--- config.mk ---
export PLATFORM = sky130hd
export DESIGN_NAME = uart_rx_flat
export DESIGN_NICKNAME = d
export VERILOG_FILES = /design/src/rtl/uart_rx_if.sv /design/src/rtl/uart_rx.sv /design/src/flat_wrapper.sv
export SDC_FILE = /design/constraint.sdc
export NUM_CORES = 1
export LEC_CHECK = 0
export CORE_MARGIN = 8
export CORE_UTILIZATION = 58
export DETAILED_ROUTE_END_ITERATION = 10
export HOLD_SLACK_MARGIN = 0.02
export PLACE_DENSITY = 0.79
export SLEW_MARGIN = 30
export SYNTH_ARGS = -nofsm -noshare
export SYNTH_HDL_FRONTEND = slang
export SYNTH_SLANG_ARGS = --single-unit
--- constraint.sdc ---
create_clock -name clk -period 2.75 [get_ports clk]
set_clock_uncertainty 0.2 [all_clocks]
set_input_delay 0.55 -clock clk [delete_from_list [all_inputs] [get_ports clk]]
set_output_delay 0.55 -clock clk [all_outputs]
set_load 0.01 [all_outputs]
--- src/rtl/uart_rx_if.sv ---
// Receive-side byte interface of uart_rx.
// The receiver (master) drives the byte, its flags and busy.
// The consumer (slave) drives the serial line and ack.
interface uart_rx_if;
  logic       rx;
  logic [7:0] data;
  logic       valid;
  logic       ack;
  logic       parity_err;
  logic       frame_err;
  logic       overrun;
  logic       busy;

  modport master (
    input  rx, ack,
    output data, valid, parity_err, frame_err, overrun, busy
  );

  modport slave (
    output rx, ack,
    input  data, valid, parity_err, frame_err, overrun, busy
  );
endinterface

--- src/rtl/uart_rx.sv ---
// uart_rx: UART receiver for 8E2 frames.
// Frame format: start(0), 8 data bits LSB first, even parity, two stop bits(1).
// Bytes are held on a valid/ack handshake, with parity and framing error flags.
// overrun is sticky and is cleared only by rst.
// Optional macro UART_RX_MAJORITY_EN: each bit becomes a 3-sample majority
// vote around the sampling point, and the whole FSM runs one cycle later.
module uart_rx #(
  parameter int CLK_FREQ       = 50_000_000,
  parameter int BAUD_RATE      = 115_200,
  parameter int CYCLES_PER_BIT = CLK_FREQ / BAUD_RATE,
  parameter int HALF_BIT       = CYCLES_PER_BIT / 2
) (
  input  logic      clk,
  input  logic      rst,
  uart_rx_if.master bus
);

  localparam int DATA_W = 8;
  localparam int CNT_W  = 16;
  localparam logic [CNT_W-1:0] BIT_LAST  = CNT_W'(CYCLES_PER_BIT - 1);
  localparam logic [CNT_W-1:0] HALF_LAST = CNT_W'(HALF_BIT - 1);

  typedef enum logic [2:0] {
    S_IDLE, S_START, S_DATA, S_PARITY, S_STOP1, S_STOP2
  } state_t;

  state_t              r_state;
  logic [CNT_W-1:0]    r_cnt;
  logic [3:0]          r_idx;
  logic [DATA_W-1:0]   r_shift;
  logic                r_par;
  logic                r_ferr_pend;
  logic [DATA_W-1:0]   r_data;
  logic                r_valid;
  logic                r_perr;
  logic                r_ferr;
  logic                r_overrun;
  logic                r_busy;
  logic                r_rx_p0;
  logic                r_rx_p1;
  logic                w_line;
  logic                w_bit;
  logic                w_bit_tick;

`ifdef UART_RX_MAJORITY_EN
  logic r_rx_p2;
  logic r_rx_p3;

  function automatic logic f_majority(input logic a, input logic b, input logic c);
    return (a & b) | (a & c) | (b & c);
  endfunction

  // Extra delay taps: the FSM looks at the p2 stream, so p3/p2/p1 are the
  // samples one before, at and one after its sampling point.
  always_ff @(posedge clk) begin
    if (rst) begin
      r_rx_p2 <= 1'b1;
      r_rx_p3 <= 1'b1;
    end else begin
      r_rx_p2 <= r_rx_p1;
      r_rx_p3 <= r_rx_p2;
    end
  end

  assign w_line = r_rx_p2;
  assign w_bit  = f_majority(r_rx_p3, r_rx_p2, r_rx_p1);
`else
  assign w_line = r_rx_p1;
  assign w_bit  = r_rx_p1;
`endif

  assign w_bit_tick = (r_cnt == BIT_LAST);

  // Two-flop synchroniser for the asynchronous serial line
  always_ff @(posedge clk) begin
    if (rst) begin
      r_rx_p0 <= 1'b1;
      r_rx_p1 <= 1'b1;
    end else begin
      r_rx_p0 <= bus.rx;
      r_rx_p1 <= r_rx_p0;
    end
  end

  // Receive FSM, byte holding register and handshake
  always_ff @(posedge clk) begin
    if (rst) begin
      r_state     <= S_IDLE;
      r_cnt       <= '0;
      r_idx       <= '0;
      r_shift     <= '0;
      r_par       <= 1'b0;
      r_ferr_pend <= 1'b0;
      r_data      <= '0;
      r_valid     <= 1'b0;
      r_perr      <= 1'b0;
      r_ferr      <= 1'b0;
      r_overrun   <= 1'b0;
      r_busy      <= 1'b0;
    end else begin
      // Consumer accepts the held byte; flags go with it
      if (r_valid && bus.ack) begin
        r_valid <= 1'b0;
        r_perr  <= 1'b0;
        r_ferr  <= 1'b0;
      end

      case (r_state)
        S_IDLE: begin
          if (!w_line) begin
            r_state <= S_START;
            r_cnt   <= '0;
            r_busy  <= 1'b1;
          end
        end

        S_START: begin
          if (r_cnt == HALF_LAST) begin
            if (w_bit) begin
              // Start bit did not hold to its midpoint: treat as a glitch
              r_state <= S_IDLE;
              r_busy  <= 1'b0;
            end else begin
              r_state     <= S_DATA;
              r_cnt       <= '0;
              r_idx       <= '0;
              r_ferr_pend <= 1'b0;
            end
          end else begin
            r_cnt <= r_cnt + 16'd1;
          end
        end

        S_DATA: begin
          if (w_bit_tick) begin
            r_cnt                <= '0;
            r_shift[r_idx[2:0]]  <= w_bit;
            if (r_idx == 4'd7) begin
              r_state <= S_PARITY;
            end else begin
              r_idx <= r_idx + 4'd1;
            end
          end else begin
            r_cnt <= r_cnt + 16'd1;
          end
        end

        S_PARITY: begin
          if (w_bit_tick) begin
            r_cnt   <= '0;
            r_par   <= w_bit;
            r_state <= S_STOP1;
          end else begin
            r_cnt <= r_cnt + 16'd1;
          end
        end

        S_STOP1: begin
          if (w_bit_tick) begin
            r_cnt   <= '0;
            r_state <= S_STOP2;
            if (!w_bit) begin
              r_ferr_pend <= 1'b1;
            end
          end else begin
            r_cnt <= r_cnt + 16'd1;
          end
        end

        S_STOP2: begin
          if (w_bit_tick) begin
            // Leave at mid-stop so an immediately following start bit is seen
            r_cnt   <= '0;
            r_state <= S_IDLE;
            r_busy  <= 1'b0;
            if (!r_valid || bus.ack) begin
              // Same-cycle ack frees the holding register for the new byte
              r_data  <= r_shift;
              r_perr  <= (r_par != ^r_shift);
              r_ferr  <= r_ferr_pend | ~w_bit;
              r_valid <= 1'b1;
            end else begin
              r_overrun <= 1'b1;
            end
          end else begin
            r_cnt <= r_cnt + 16'd1;
          end
        end

        default: begin
          r_state <= S_IDLE;
          r_busy  <= 1'b0;
        end
      endcase
    end
  end

  assign bus.data       = r_data;
  assign bus.valid      = r_valid;
  assign bus.parity_err = r_perr;
  assign bus.frame_err  = r_ferr;
  assign bus.overrun    = r_overrun;
  assign bus.busy       = r_busy;

endmodule

--- src/flat_wrapper.sv ---
// flat-port wrapper written by rule: the top's interface ports become plain ports
module uart_rx_flat 
#(
  parameter int CLK_FREQ       = 50_000_000,
  parameter int BAUD_RATE      = 115_200,
  parameter int CYCLES_PER_BIT = CLK_FREQ / BAUD_RATE,
  parameter int HALF_BIT       = CYCLES_PER_BIT / 2
)
  (clk, rst, bus_rx, bus_ack, bus_data, bus_valid, bus_parity_err, bus_frame_err, bus_overrun, bus_busy);
  uart_rx_if bus_i ();
  input  logic clk;
  input  logic rst;
  input wire logic [$bits(bus_i.rx)-1:0] bus_rx;
  input wire logic [$bits(bus_i.ack)-1:0] bus_ack;
  output wire logic [$bits(bus_i.data)-1:0] bus_data;
  output wire logic [$bits(bus_i.valid)-1:0] bus_valid;
  output wire logic [$bits(bus_i.parity_err)-1:0] bus_parity_err;
  output wire logic [$bits(bus_i.frame_err)-1:0] bus_frame_err;
  output wire logic [$bits(bus_i.overrun)-1:0] bus_overrun;
  output wire logic [$bits(bus_i.busy)-1:0] bus_busy;
  assign bus_i.rx = bus_rx;
  assign bus_i.ack = bus_ack;
  assign bus_data = bus_i.data;
  assign bus_valid = bus_i.valid;
  assign bus_parity_err = bus_i.parity_err;
  assign bus_frame_err = bus_i.frame_err;
  assign bus_overrun = bus_i.overrun;
  assign bus_busy = bus_i.busy;
  uart_rx #(.CLK_FREQ(CLK_FREQ), .BAUD_RATE(BAUD_RATE), .CYCLES_PER_BIT(CYCLES_PER_BIT), .HALF_BIT(HALF_BIT)) u_core (.clk(clk), .rst(rst), .bus(bus_i));
endmodule
==> reports/results.txt, run 1 <==
The run finished with clean final reports. The post-cts repair resize count was 0. 0 antenna diodes ended up in the layout. The number of antenna violations at the first check in global routing was 0; the number of global-route vias before repair was 2089. The number of hold buffers added after CTS was 0. The tools report the number of vias after detailed routing as 2214. The tightest hold margin is 0.2173 ns. The die is 81.79 um tall. The synthesized design contains 48 register bits. The tool flagged a number of max-cap violations equal to 0. The logs give 0 for the number of pins exceeding their max-slew limit in the final report and 2 for the deepest level of the CTS H-tree.

Averaged over all synthesized cells, the footprint is 8.596 um^2. Number of endpoints with negative hold slack in the final report: 0. TritonCTS built the clock tree.

In this run, CTS created clock tree buffers numbering 5. The cell at the root of the clock tree is clkbuf_8. The run gives 0 as the total number of yosys warnings. Count of buffers added by post-CTS timing repair for setup: 0. In this run the critical register-to-register path is captured at u_core.r_cnt[15].

For the worst flop-to-flop path, the logic depth is 7. Global routing finished with a remaining overflow of 0. Clock-pin slew was measured on the worst setup and hold paths at 0.09 ns.

The post-synthesis net count was 300. The run gives 17.73% as the total routing resource utilization after global routing. STA classifies the critical path startpoint as a flop. The tools report the worst flop-to-flop path startpoint as u_core.r_cnt[0]. Among all flip-flop cells after synthesis, the most frequent one is dfxtp_1. The residual DRC count is 0.

The pin count of the biggest net entering global routing came out at 23. The routed design could run at a clock period as short as 2.415 ns. Setup repair after global routing left no endpoint under its margin. The worst pin sits at a relative slew slack of 50.36%. The number of enable-type register cells in the synthesized netlist was 0. The routed length per instance came out at 15.30 um. IR analysis of the VDD net gives a maximum drop of 254.1 uV.

Setup violations remaining at the end of the flow were counted as 0. From left edge to right edge, the die measures 81.79 um. Once placement finished, the instance area stood at 2738 um^2. The post-synthesis instance area was 2510 um^2; the total of fill cells in the finished design was 375. The share of cells above drive strength 1 was 9.416%.

The logs give 17 for the top-level I/O count and 51 for the distinct cell type count after synthesis. Part of the Yosys area used for sequential elements: 38.29%. In the routed layout, each cell is associated on average with a via count of 6.150.

The top fanout value on the critical path came out at 10. The worst setup path is of the reg -> reg kind. The min-delay analysis places its worst path in the category reg -> reg. For flop-to-flop paths, the worst setup slack is 0.33 ns.

The tools report the final core utilization as 66.46%. Based on the critical path, the design can be clocked at up to 414.0 MHz. Number of instances on the worst hold path: 1. The pre-CTS setup slack was 0.3500 ns. The area of all placed cells without fillers was 2834 um^2; the maximum count of clock buffers along a single path was 2.

The clock reaches the later pin of the worst-skew pair after 0.30 ns. The detail route stage leaves a number of antenna-violating nets equal to 0. Summed over all nets, the half-perimeter wirelength after detailed placement is 3793 um. The count of buffers added on input and output ports is 16.

The final critical path takes up 87.83% of the cycle. The logs give 5507 um for the wire length reported by the detailed router and 0.8776 for the last weighted congestion value of the routability-driven placer. In the synthesized netlist the async set-or-reset flop fraction comes to 0%. The full die area is 6689 um^2, and the pin slew with the least headroom to its limit is 0.7446 ns. The run gives 58.86% as the initial standard-cell utilization of the core. The first TritonRoute pass finished after 5 iterations.

For this design the static power due to leakage is 0.001012 uW. The detailed router finished its first iteration with 184 violations. The first-pass GRT wire length is 9528 um, and the power per standard cell area is 427.8 nW/um^2.

The endpoint class of the critical path is a flop. The total core area was 4264 um^2; the gate count of the mapped netlist was 292. The critical path data required time came out at 2.77 ns. For the data arrival time of the critical path, the log shows 2.44 ns.

In the final design database the tool counted 315 nets. After layout, the worst setup slack is 0.3347 ns. The tools report the total negative slack for setup checks as 0 ns.

The tree built by TritonCTS fans out to 48 sinks. The relative area change from synthesis to final layout works out to 12.91%. The floorplan has 24 rows.

The tools report the endpoint with the worst hold slack as u_core.r_rx_p1. In this run the most critical hold path is launched from u_core.r_rx_p0.
==> final cells by class <==
type                       instances  area (um^2)  share of cell area (%)
timing repair buffer              24        232.7                   8.212
multi-input combinational        220         1449                   51.13
sequential                        48        960.9                   33.91
clock buffer                       6        82.58                   2.914
clock inverter                     2        13.76                  0.4857
inverter                           8        30.03                   1.060
tap                               52        65.06                   2.296
==> power breakdown <==
| group | leakage (uW) | total, uW | internal [uW] | switching [uW] |
|---|---|---|---|---|
| Combinational | 0.000573 | 56.3 | 22.7 | 33.6 |
| Clock | 0.0000516 | 452 | 206 | 246 |
| Sequential | 0.000387 | 705 | 698 | 6.54 |
==> through the flow <==
step	total power [uW]	cells
6_report	1212	360
5_1_grt	1261	360
4_1_cts	1219	360
3_5_place_dp	777.1	352
3_3_place_gp	776.2	352
2_1_floorplan	752.4	292
==> kinds of logic (layout without fill, tap and decap cells) <==
| group | after synthesis | in the layout | share of synthesized area [%] |
|---|---|---|---|
| multiplexers | 17 | 17 | 6.780 |
| buffers and inverters | 24 | 40 | 3.988 |
| AO/OA/AOI/OAI | 57 | 57 | 14.91 |
| adder cells (fa/ha/maj) | 4 | 4 | 1.994 |
| flip-flops | 48 | 48 | 38.29 |
| AND/OR/NAND/NOR | 135 | 135 | 31.06 |
| XOR/XNOR | 7 | 7 | 2.991 |
==> synthesized netlist by cell type, types with 3 or more instances <==
cell	n	area, um^2
a22oi_1	3	22.52
nor2b_1	4	25.02
dfxtp_1	48	960.9
or4_1	3	22.52
a21oi_1	17	85.08
xnor2_1	4	35.03
mux2i_1	17	170.2
clkbuf_1	10	37.54
nand3b_1	7	52.55
inv_1	8	30.03
o31ai_1	4	30.03
o21ai_0	6	30.03
a211oi_1	4	30.03
nor3_1	5	25.02
nor4_1	4	25.02
or3_1	7	43.79
nand4_1	10	62.56
nand3_1	19	95.09
buf_2	5	25.02
ha_1	4	50.05
a31oi_1	10	62.56
nand2_1	25	93.84
nand2b_1	3	18.77
nor2_1	29	108.9
==> worst max-delay path, stage by stage (launching register included) <==
cell and delay (ns):
dfxtp_1 0.40, inv_1 0.09, ha_1 0.19, and4b_1 0.20, a41oi_2 0.25, a22oi_1 0.26
or4_1 0.58, a31oi_1 0.16
==> worst max path at each step <==
stage | from | end | slack [ns] | cells after the start
after CTS | u_core.r_cnt[0] | u_core.r_cnt[15] | 0.34 | 7
final | u_core.r_cnt[0] | u_core.r_cnt[15] | 0.33 | 7
after global placement | u_core.r_cnt[0] | u_core.r_cnt[15] | 0.43 | 7
after floorplan | u_core.r_cnt[0] | u_core.r_cnt[15] | 0.60 | 7
after global routing | u_core.r_state[1] | u_core.r_idx[3] | 0.18 | 5
after detailed placement | u_core.r_cnt[0] | u_core.r_cnt[15] | 0.35 | 7
==> flip-flops by register name, summed over array words and instances, names as in the netlist <==
signal and flops:
u_core.bus.busy 1, u_core.bus.overrun 1, u_core.r_ferr_pend 1, u_core.r_cnt 16, u_core.r_rx_p1 1, u_core.r_par 1
u_core.bus.frame_err 1, u_core.r_idx 4, u_core.bus.parity_err 1, u_core.r_shift 8, u_core.bus.data 8, u_core.bus.valid 1
u_core.r_rx_p0 1, u_core.r_state 3
==> placed cells by master, fill, tap and decap left out, types with 2 or more instances in the layout <==
master / instances
inv_1: 8
ha_1: 4
clkdlybuf4s50_1: 16
nor2_1: 29
buf_4: 7
a21oi_1: 17
and3_1: 2
or3_1: 7
o21ai_0: 6
nor4_4: 2
a22o_1: 2
nor2b_1: 4
a32oi_1: 2
xor2_1: 2
clkbuf_8: 6
dfxtp_1: 48
or2_2: 2
nor3_1: 5
a2111oi_0: 2
nand4_2: 2
nand2_1: 25
a211oi_1: 4
mux2i_1: 17
a22oi_1: 3
nand3b_1: 7
nand2b_1: 3
xnor2_1: 4
nand4_1: 10
nand3_1: 19
a31oi_1: 10
nor4_1: 4
o31a_1: 2
o31ai_1: 4
or4_1: 3
==> routing by layer <==
metal	up-vias	share of wire, %	routed length, um	track usage (%)
met1	1060	48	2663	23.59
li1	1104	-	-	-
met5	-	0	0	0
met2	44	47	2593	27.62
met4	0	0.84	46	5.439
met3	6	3.7	204	4.376
No activity file was read; power rests on OpenSTA's default activity.
==> run 2: changes to the inputs <==
==> constraint.sdc (replaced) <==
create_clock -name clk -period 2.75 [get_ports clk]
set_clock_uncertainty 0.2 [all_clocks]
set_input_delay 0.275 -clock clk [delete_from_list [all_inputs] [get_ports clk]]
set_output_delay 0.275 -clock clk [all_outputs]
set_load 0.01 [all_outputs]
==> reports/results.txt, run 2 (synthesis results as in run 1) <==
The flow ran to the end, and the final reports show no timing, DRC or antenna violations. The logs give 0.30 ns (about the same) for the later-pin clock latency in the skew report and 350 (-0.57%) for the placed instance count. The maximum vdd drop was 252.7 uV (-0.53%); the total leakage power was 0.001015 uW (+0.30%).

The register with the most flip-flops in the final layout is u_core.r_cnt. For the count of buffers added by post-CTS timing repair for setup, the log shows 0 (unchanged). The clock-pin slew of the registers on the worst-case setup and hold paths is 0.08 ns (about the same), and the relative area change from synthesis to final layout is 13.61%.

The number of hold buffers added after CTS is 0 (unchanged). The detailed placer's ending HPWL came out at 3594 um (-5.2%). The number of endpoints with negative hold slack in the final report is 0 (unchanged).

The pre-CTS setup slack is 0.3227 ns (-0.02731 ns), and the pin slew with the least headroom to its limit is 0.7394 ns (-0.005128 ns). The peak clock frequency supported by timing was 409.4 MHz (-1.1%). The run gives 47 (+100%) as the pin count of the biggest net entering global routing.

The tools report the endpoint with the worst hold slack as u_core.r_rx_p1. The deepest level of the CTS H-tree was 2 (unchanged); the register-to-register setup slack was 0.31 ns (-0.03 ns). The antenna diode count is 0 (unchanged), and the last weighted congestion value of the routability-driven placer is 0.8870 (+1.1%). The top fanout value on the critical path was 10 (unchanged).

The slowest stage of the critical path belongs to the cell or4_1. The tools report the total congestion overflow after global routing as 0 (unchanged). The logs give 2.47 ns (+0.03 ns) for the data arrival time of the critical path and 50.70% (+0.34 points) for the worst-case headroom to the max-slew limit. The total routing resource utilization after global routing came out at 16.94% (-0.79 points).

TritonCTS built the clock tree. The number of instances on the worst hold path works out to 1 (unchanged). The logs give 24 (unchanged) for the number of placement rows and 6689 um^2 (unchanged) for the full die area. The critical path's top delay family was simple AND/OR/NAND/NOR gates. The logs give 2.78 ns (about the same) for the critical path data required time and 9149 um (-4.0%) for the first-pass GRT wire length. The power per standard cell area works out to 471.1 nW/um^2 (+10%).

The number of global-route vias before repair is 2063 (-1.2%), and the residual DRC count is 0 (unchanged). The tools report the worst flop-to-flop path startpoint as u_core.r_cnt[0]. The number of setup violations in the final report was 0 (unchanged). The worst hold path begins at u_core.r_rx_p0.

The horizontal extent of the die is 81.79 um (unchanged), and the number of nets at the end of the flow is 313 (-0.63%). Setup repair after global routing left no endpoint under its margin. The share of cells above drive strength 1 was 8.525% (-0.89 points).

Number of flip-flops in the largest register: 16 (unchanged). The vertical die dimension is 81.79 um (unchanged), and the path depth of the worst reg2reg path is 7 (unchanged). The per-cell via count in the routed design was 6.126 (-0.39%). The routed length per instance works out to 14.75 um (-3.6%). The worst hold-check path type was reg -> reg.

The critical setup path kind is reg -> reg. The run gives 0 (unchanged) as the number of pins exceeding their max-slew limit in the final report. The top-level I/O count was 17 (unchanged).

The shortest clock period the worst path allows after layout was 2.442 ns (+0.02708 ns). Number of standard cells in the final layout excluding fillers: 357 (-0.83%). The tools report the overall power after layout as 1343 uW (+11%). The final antenna-violating net count came out at 0 (unchanged). The logs give 0 (unchanged) for the post-cts repair resize count and 153 (-17%) for the number of DRC markers after the initial detailed-route iteration.

The count of buffer and inverter cells on the critical path was 1 (unchanged). The first-pass iteration count of the detailed router came out at 4 (-1). The run gives 2 (unchanged) as the maximum count of clock buffers along a single path. The most common cell after layout, fill and taps aside is dfxtp_1.

The tools report the total core area as 4264 um^2 (unchanged). In this run the critical register-to-register path is captured at u_core.r_cnt[15]. Walking the worst path, the cells encountered are inv_1 > ha_1 > and4b_1 > a41oi_2 > a22oi_1 > or4_1 > a31oi_1. CTS sink count: 48 (unchanged). STA classifies the critical path endpoint as a flop. The number of buffers added on ports was 16 (unchanged).

CTS placed an instance of clkbuf_8 at the clock tree root. The wire length reported by the detailed router was 5266 um (-4.4%); the number of antenna violations at the first check in global routing was 0 (unchanged). Leaving out fill and tap cells, the most frequent cells in the layout are dfxtp_1 (48), nor2_1 (29), nand2_1 (25). The minimum setup slack in the final design is 0.3077 ns (-0.02708 ns), and the initial standard-cell utilization of the core is 58.86% (unchanged). The tools report the total negative slack for setup checks as 0 ns (unchanged).

STA classifies the critical path startpoint as a flop. The number of vias after detailed routing came out at 2187 (-1.2%). The post-route clock period utilization was 88.81% (+0.98 points); the number of maximum-capacitance constraint violations was 0 (unchanged).

The maximum cell stage delay along the critical path is 0.57 ns (about the same). The total CTS buffers came out at 5 (unchanged).
[run 2: worst max path at each step]
stage | startpoint | endpoint | slack, ns | depth (start not counted)
floorplan | u_core.r_cnt[0] | u_core.r_cnt[15] | 0.60 | 7
global placement | u_core.r_cnt[0] | u_core.r_cnt[15] | 0.45 | 7
detailed placement | u_core.r_cnt[0] | u_core.r_cnt[15] | 0.32 | 7
CTS | u_core.r_cnt[0] | u_core.r_cnt[15] | 0.30 | 7
global route | u_core.r_cnt[0] | u_core.r_cnt[15] | 0.17 | 7
finish | u_core.r_cnt[0] | u_core.r_cnt[15] | 0.31 | 7
[run 2: metrics by stage]
| step | hold WS, ns | utilization [%] | area (um^2) |
|---|---|---|---|
| 5_1_grt | 0.2519 | 66.87 | 2851 |
| 3_3_place_gp | 0.2037 | 63.85 | 2723 |
| 4_1_cts | 0.2251 | 66.87 | 2851 |
| 6_report | 0.2225 | 66.87 | 2851 |
| 3_5_place_dp | 0.2008 | 63.85 | 2723 |
| 2_1_floorplan | 0.1788 | - | 2510 |
[run 2: routing by layer]
| layer | vias to the layer above | routed length [um] | GRT usage (%) |
|---|---|---|---|
| li1 | 1100 | - | - |
| met1 | 1025 | 2531 | 21.77 |
| met2 | 57 | 2392 | 27.47 |
| met3 | 5 | 290 | 4.048 |
| met4 | 0 | 51 | 5.088 |
| met5 | - | 0 | 0 |
[run 2: cell type report]
type,count,area [um^2]
Inverter,8,30.03
Timing Repair Buffer,22,217.7
Sequential cell,48,960.9
Fill cell,357,1413
Multi-Input combinational cell,220,1449
Clock inverter,2,60.06
Clock buffer,5,68.82
Tap cell,52,65.06
[run 2: report_power, final]
| part | switching, uW | internal (uW) |
|---|---|---|
| Clock | 227 | 358 |
| Sequential | 6.33 | 698 |
| Combinational | 33.5 | 20.9 |
| Total | 267 | 1080 |
==> run 3: changes to the inputs <==
ABC_AREA = 1   (was unset)
CORE_MARGIN = unset   (was 8)
CORE_UTILIZATION = 59   (was 58)
==> reports/results.txt, run 3 <==
The post-synthesis net count was 449 (+50%). The CTS sink count is 48 (unchanged), and the last weighted congestion value of the routability-driven placer is 1.001 (+13%). For the total CTS buffers, the log shows 5 (unchanged). Setup repair after global routing left no endpoint under its margin. The number of endpoints with negative hold slack in the final report came out at 0 (unchanged). STA classifies the critical path startpoint as a flop.

The number of antenna violations at the first check in global routing was 0 (unchanged). The routed length per instance was 11.75 um (-20%); the peak clock frequency supported by timing was 441.8 MHz (+7.9%). Area of the multi-input gates: 1573 um^2 (+8.5%). The run gives 773.8 uV (+210%) as the maximum vdd drop. Number of vias after detailed routing: 2656 (+21%).

In this run the clock root is driven by a clkbuf_8. The run gives 4 (unchanged) as the first-pass iteration count of the detailed router. The largest total area in the synthesized netlist belongs to dfxtp_1. The placed instance count came out at 501 (+43%). The shortest clock period the worst path allows after layout came out at 2.263 ns (-0.1789 ns). The run gives 0.001335 uW (+31%) as the total leakage power. The full die area was 5107 um^2 (-24%). The detailed placer's ending HPWL was 4384 um (+22%). After synthesis, the most frequently instantiated cells are nand2_1 (108), nor2_1 (77), inv_1 (58).

The pin slew with the least headroom to its limit was 0.5784 ns (-0.1611 ns); the critical path data required time was 2.75 ns (-0.03 ns). The leading register cell type out of synthesis is dfxtp_1. The per-cell via count in the routed design is 5.218 (-15%), and the maximum count of clock buffers along a single path is 2 (unchanged).

The tools report the number of nets at the end of the flow as 464 (+48%). The logs give 0 (unchanged) for the total congestion overflow after global routing and 0 (unchanged) for the count of buffers added by post-CTS timing repair for setup. The tools report the tightest hold margin as 0.2145 ns (-0.008016 ns). Among all cell types in the netlist, the one instantiated most often is nand2_1. The power per standard cell area came out at 829.0 nW/um^2 (+76%). TritonCTS built the clock tree. The cell with the biggest individual delay on the critical path was dfxtp_1. The tools report the part of the Yosys area used for sequential elements as 33.76% (-4.5 points). Among cell families on the critical path, the largest total delay comes from simple AND/OR/NAND/NOR gates.

The number of buffers added on ports was 16 (unchanged); the initial standard-cell utilization of the core was 63.19% (+4.3 points). The vertical die dimension is 71.46 um (-13%), and the post-route clock period utilization is 82.31% (-6.5 points). The top-level I/O count is 17 (unchanged). The horizontal extent of the die is 71.46 um (-13%), and the maximum cell stage delay along the critical path is 0.43 ns (-0.14 ns). The logs give 0 (unchanged) for the antenna diode count and 509 (+43%) for the number of standard cells in the final layout excluding fillers. The flow ran to the end, and the final reports show no timing, DRC or antenna violations. The worst hold-check path type was reg -> reg.

For the number of global-route vias before repair, the log shows 2413 (+17%). The number of hold buffers added after CTS came out at 0 (unchanged). The number of maximum-capacitance constraint violations was 0 (unchanged). The worst setup path is of the reg -> reg kind. The run gives 0.4866 ns (+0.1789 ns) as the minimum setup slack in the final design. The residual DRC count was 0 (unchanged); the number of flip-flops in the largest register was 16 (unchanged). The portion of synthesized cell area occupied by the leading cell type works out to 33.76% (-4.5 points).

The run gives 2 (unchanged) as the deepest level of the CTS H-tree. Leaving out fill and tap cells, the most frequent cell in the layout is nand2_1. The gate count of the mapped netlist was 441 (+51%); the share of async-settable or async-resettable flops after synthesis was 0% (unchanged).

Clock-pin slew of the registers on the worst-case setup and hold paths: 0.09 ns (about the same). The tools report the data arrival time of the critical path as 2.26 ns (-0.21 ns). The endpoint class of the critical path was a flop.

Number of setup violations in the final report: 0 (unchanged). The logs give 0 (unchanged) for the total number of yosys warnings and 33 (-30%) for the pin count of the biggest net entering global routing. The number of DRC markers after the initial detailed-route iteration came out at 202 (+32%).

The number of enable-type register cells in the synthesized netlist was 0 (unchanged); the top fanout value on the critical path was 21 (+11). The tools report the later-pin clock latency in the skew report as 0.30 ns (about the same). The worst-case headroom to the max-slew limit was 61.39% (+11 points); the total routing resource utilization after global routing was 26.03% (+9.1 points).

The top cell types in the final layout, fill and taps aside, are nand2_1 (108), nor2_1 (77), inv_1 (58). The first-pass GRT wire length came out at 10640 um (+16%). The count of buffer and inverter cells on the critical path came out at 2 (+1).

More flip-flops sit in one register than any other, and that register is u_core.r_cnt. Walking the worst path, the cells encountered are ha_1 > nand3_1 > nor2_1 > nand2_1 > nand2_1 > nand2_2 > o21ai_0 > inv_1 > o21ai_2 > inv_1. The tools report the post-synthesis instance area as 2846 um^2 (+13%).

The synthesis-stage register bit count works out to 48 (unchanged). The wire length reported by the detailed router is 5983 um (+14%), and the total of fill cells in the finished design is 401 (+12%). The share of cells above drive strength 1 came out at 9.409% (+0.88 points). The total negative slack for setup checks was 0 ns (unchanged). In the post-synthesis netlist, the biggest area contributors are dfxtp_1 (34%), nand2_1 (14%), nor2_1 (10%), inv_1 (7.6%), nand3_1 (4.6%).

The number of pins exceeding their max-slew limit in the final report was 0 (unchanged); the post-synthesis average cell area was 6.455 um^2 (-25%). The total core area is 4504 um^2 (+5.6%). The final antenna-violating net count was 0 (unchanged); the relative area change from synthesis to final layout was 10.15%. The area taken by flip-flops and latches was 960.9 um^2 (unchanged).

The run gives 24 (unchanged) as the number of placement rows. The logs give 0.5423 ns (+0.2197 ns) for the pre-CTS setup slack and 0 (unchanged) for the post-cts repair resize count. Distinct cell type count after synthesis: 38 (-25%).
==> run 3: final timing paths <==
path              startpoint         endpoint  slack (ns)  depth (start not counted)
min           u_core.r_rx_p0   u_core.r_rx_p1        0.21                          1
max reg2reg  u_core.r_cnt[0]  u_core.r_cnt[0]        0.49                         10
max          u_core.r_cnt[0]  u_core.r_cnt[0]        0.49                         10
min reg2reg   u_core.r_rx_p0   u_core.r_rx_p1        0.21                          1
==> run 3: power by group <==
part / switching, uW / total, uW / internal [uW]
Clock: 239 / 537 / 297
Sequential: 87.8 / 843 / 755
Combinational: 849 / 1220 / 371
Total: 1180 / 2600 / 1420
==> run 3: cell families (layout without fill, tap and decap cells) <==
family / after synthesis / after routing / share of synthesized area [%]
AND/OR/NAND/NOR: 248 / 248 / 38.90
flip-flops: 48 / 48 / 33.76
buffers and inverters: 74 / 90 / 10.99
adder cells (fa/ha/maj): 4 / 4 / 1.758
XOR/XNOR: 11 / 11 / 3.385
AO/OA/AOI/OAI: 56 / 56 / 11.21
==> run 3: metal layers <==
layer	global-route usage, %	wire length, um	vias up
met5	0	0	-
met4	7.190	79	0
met3	4.219	295	8
met2	43.39	2642	78
met1	35.16	2965	1163
li1	-	-	1407
==> run 3: worst reg2reg max path, stage by stage, from the launching register on <==
cell,delay (ns)
dfxtp_1,0.43
ha_1,0.20
nand3_1,0.08
nor2_1,0.10
nand2_1,0.17
nand2_1,0.23
nand2_2,0.31
o21ai_0,0.27
inv_1,0.08
o21ai_2,0.06
inv_1,0.04
==> run 3: final cells by class <==
cell class	instances	area share (%)
tap	52	2.075
multi-input combinational	319	50.16
inverter	64	7.662
timing repair buffer	18	5.587
sequential	48	30.65
clock buffer	6	2.634
clock inverter	2	1.237
==> run 3: stage by stage <==
stage / cell area, um^2 / utilization, % / total power (uW)
2_1_floorplan: 2846 / - / 1958
3_3_place_gp: 3014 / 66.92 / 2046
3_5_place_dp: 3014 / 66.92 / 2058
4_1_cts: 3136 / 69.61 / 2595
5_1_grt: 3136 / 69.61 / 2794
6_report: 3136 / 69.61 / 2599
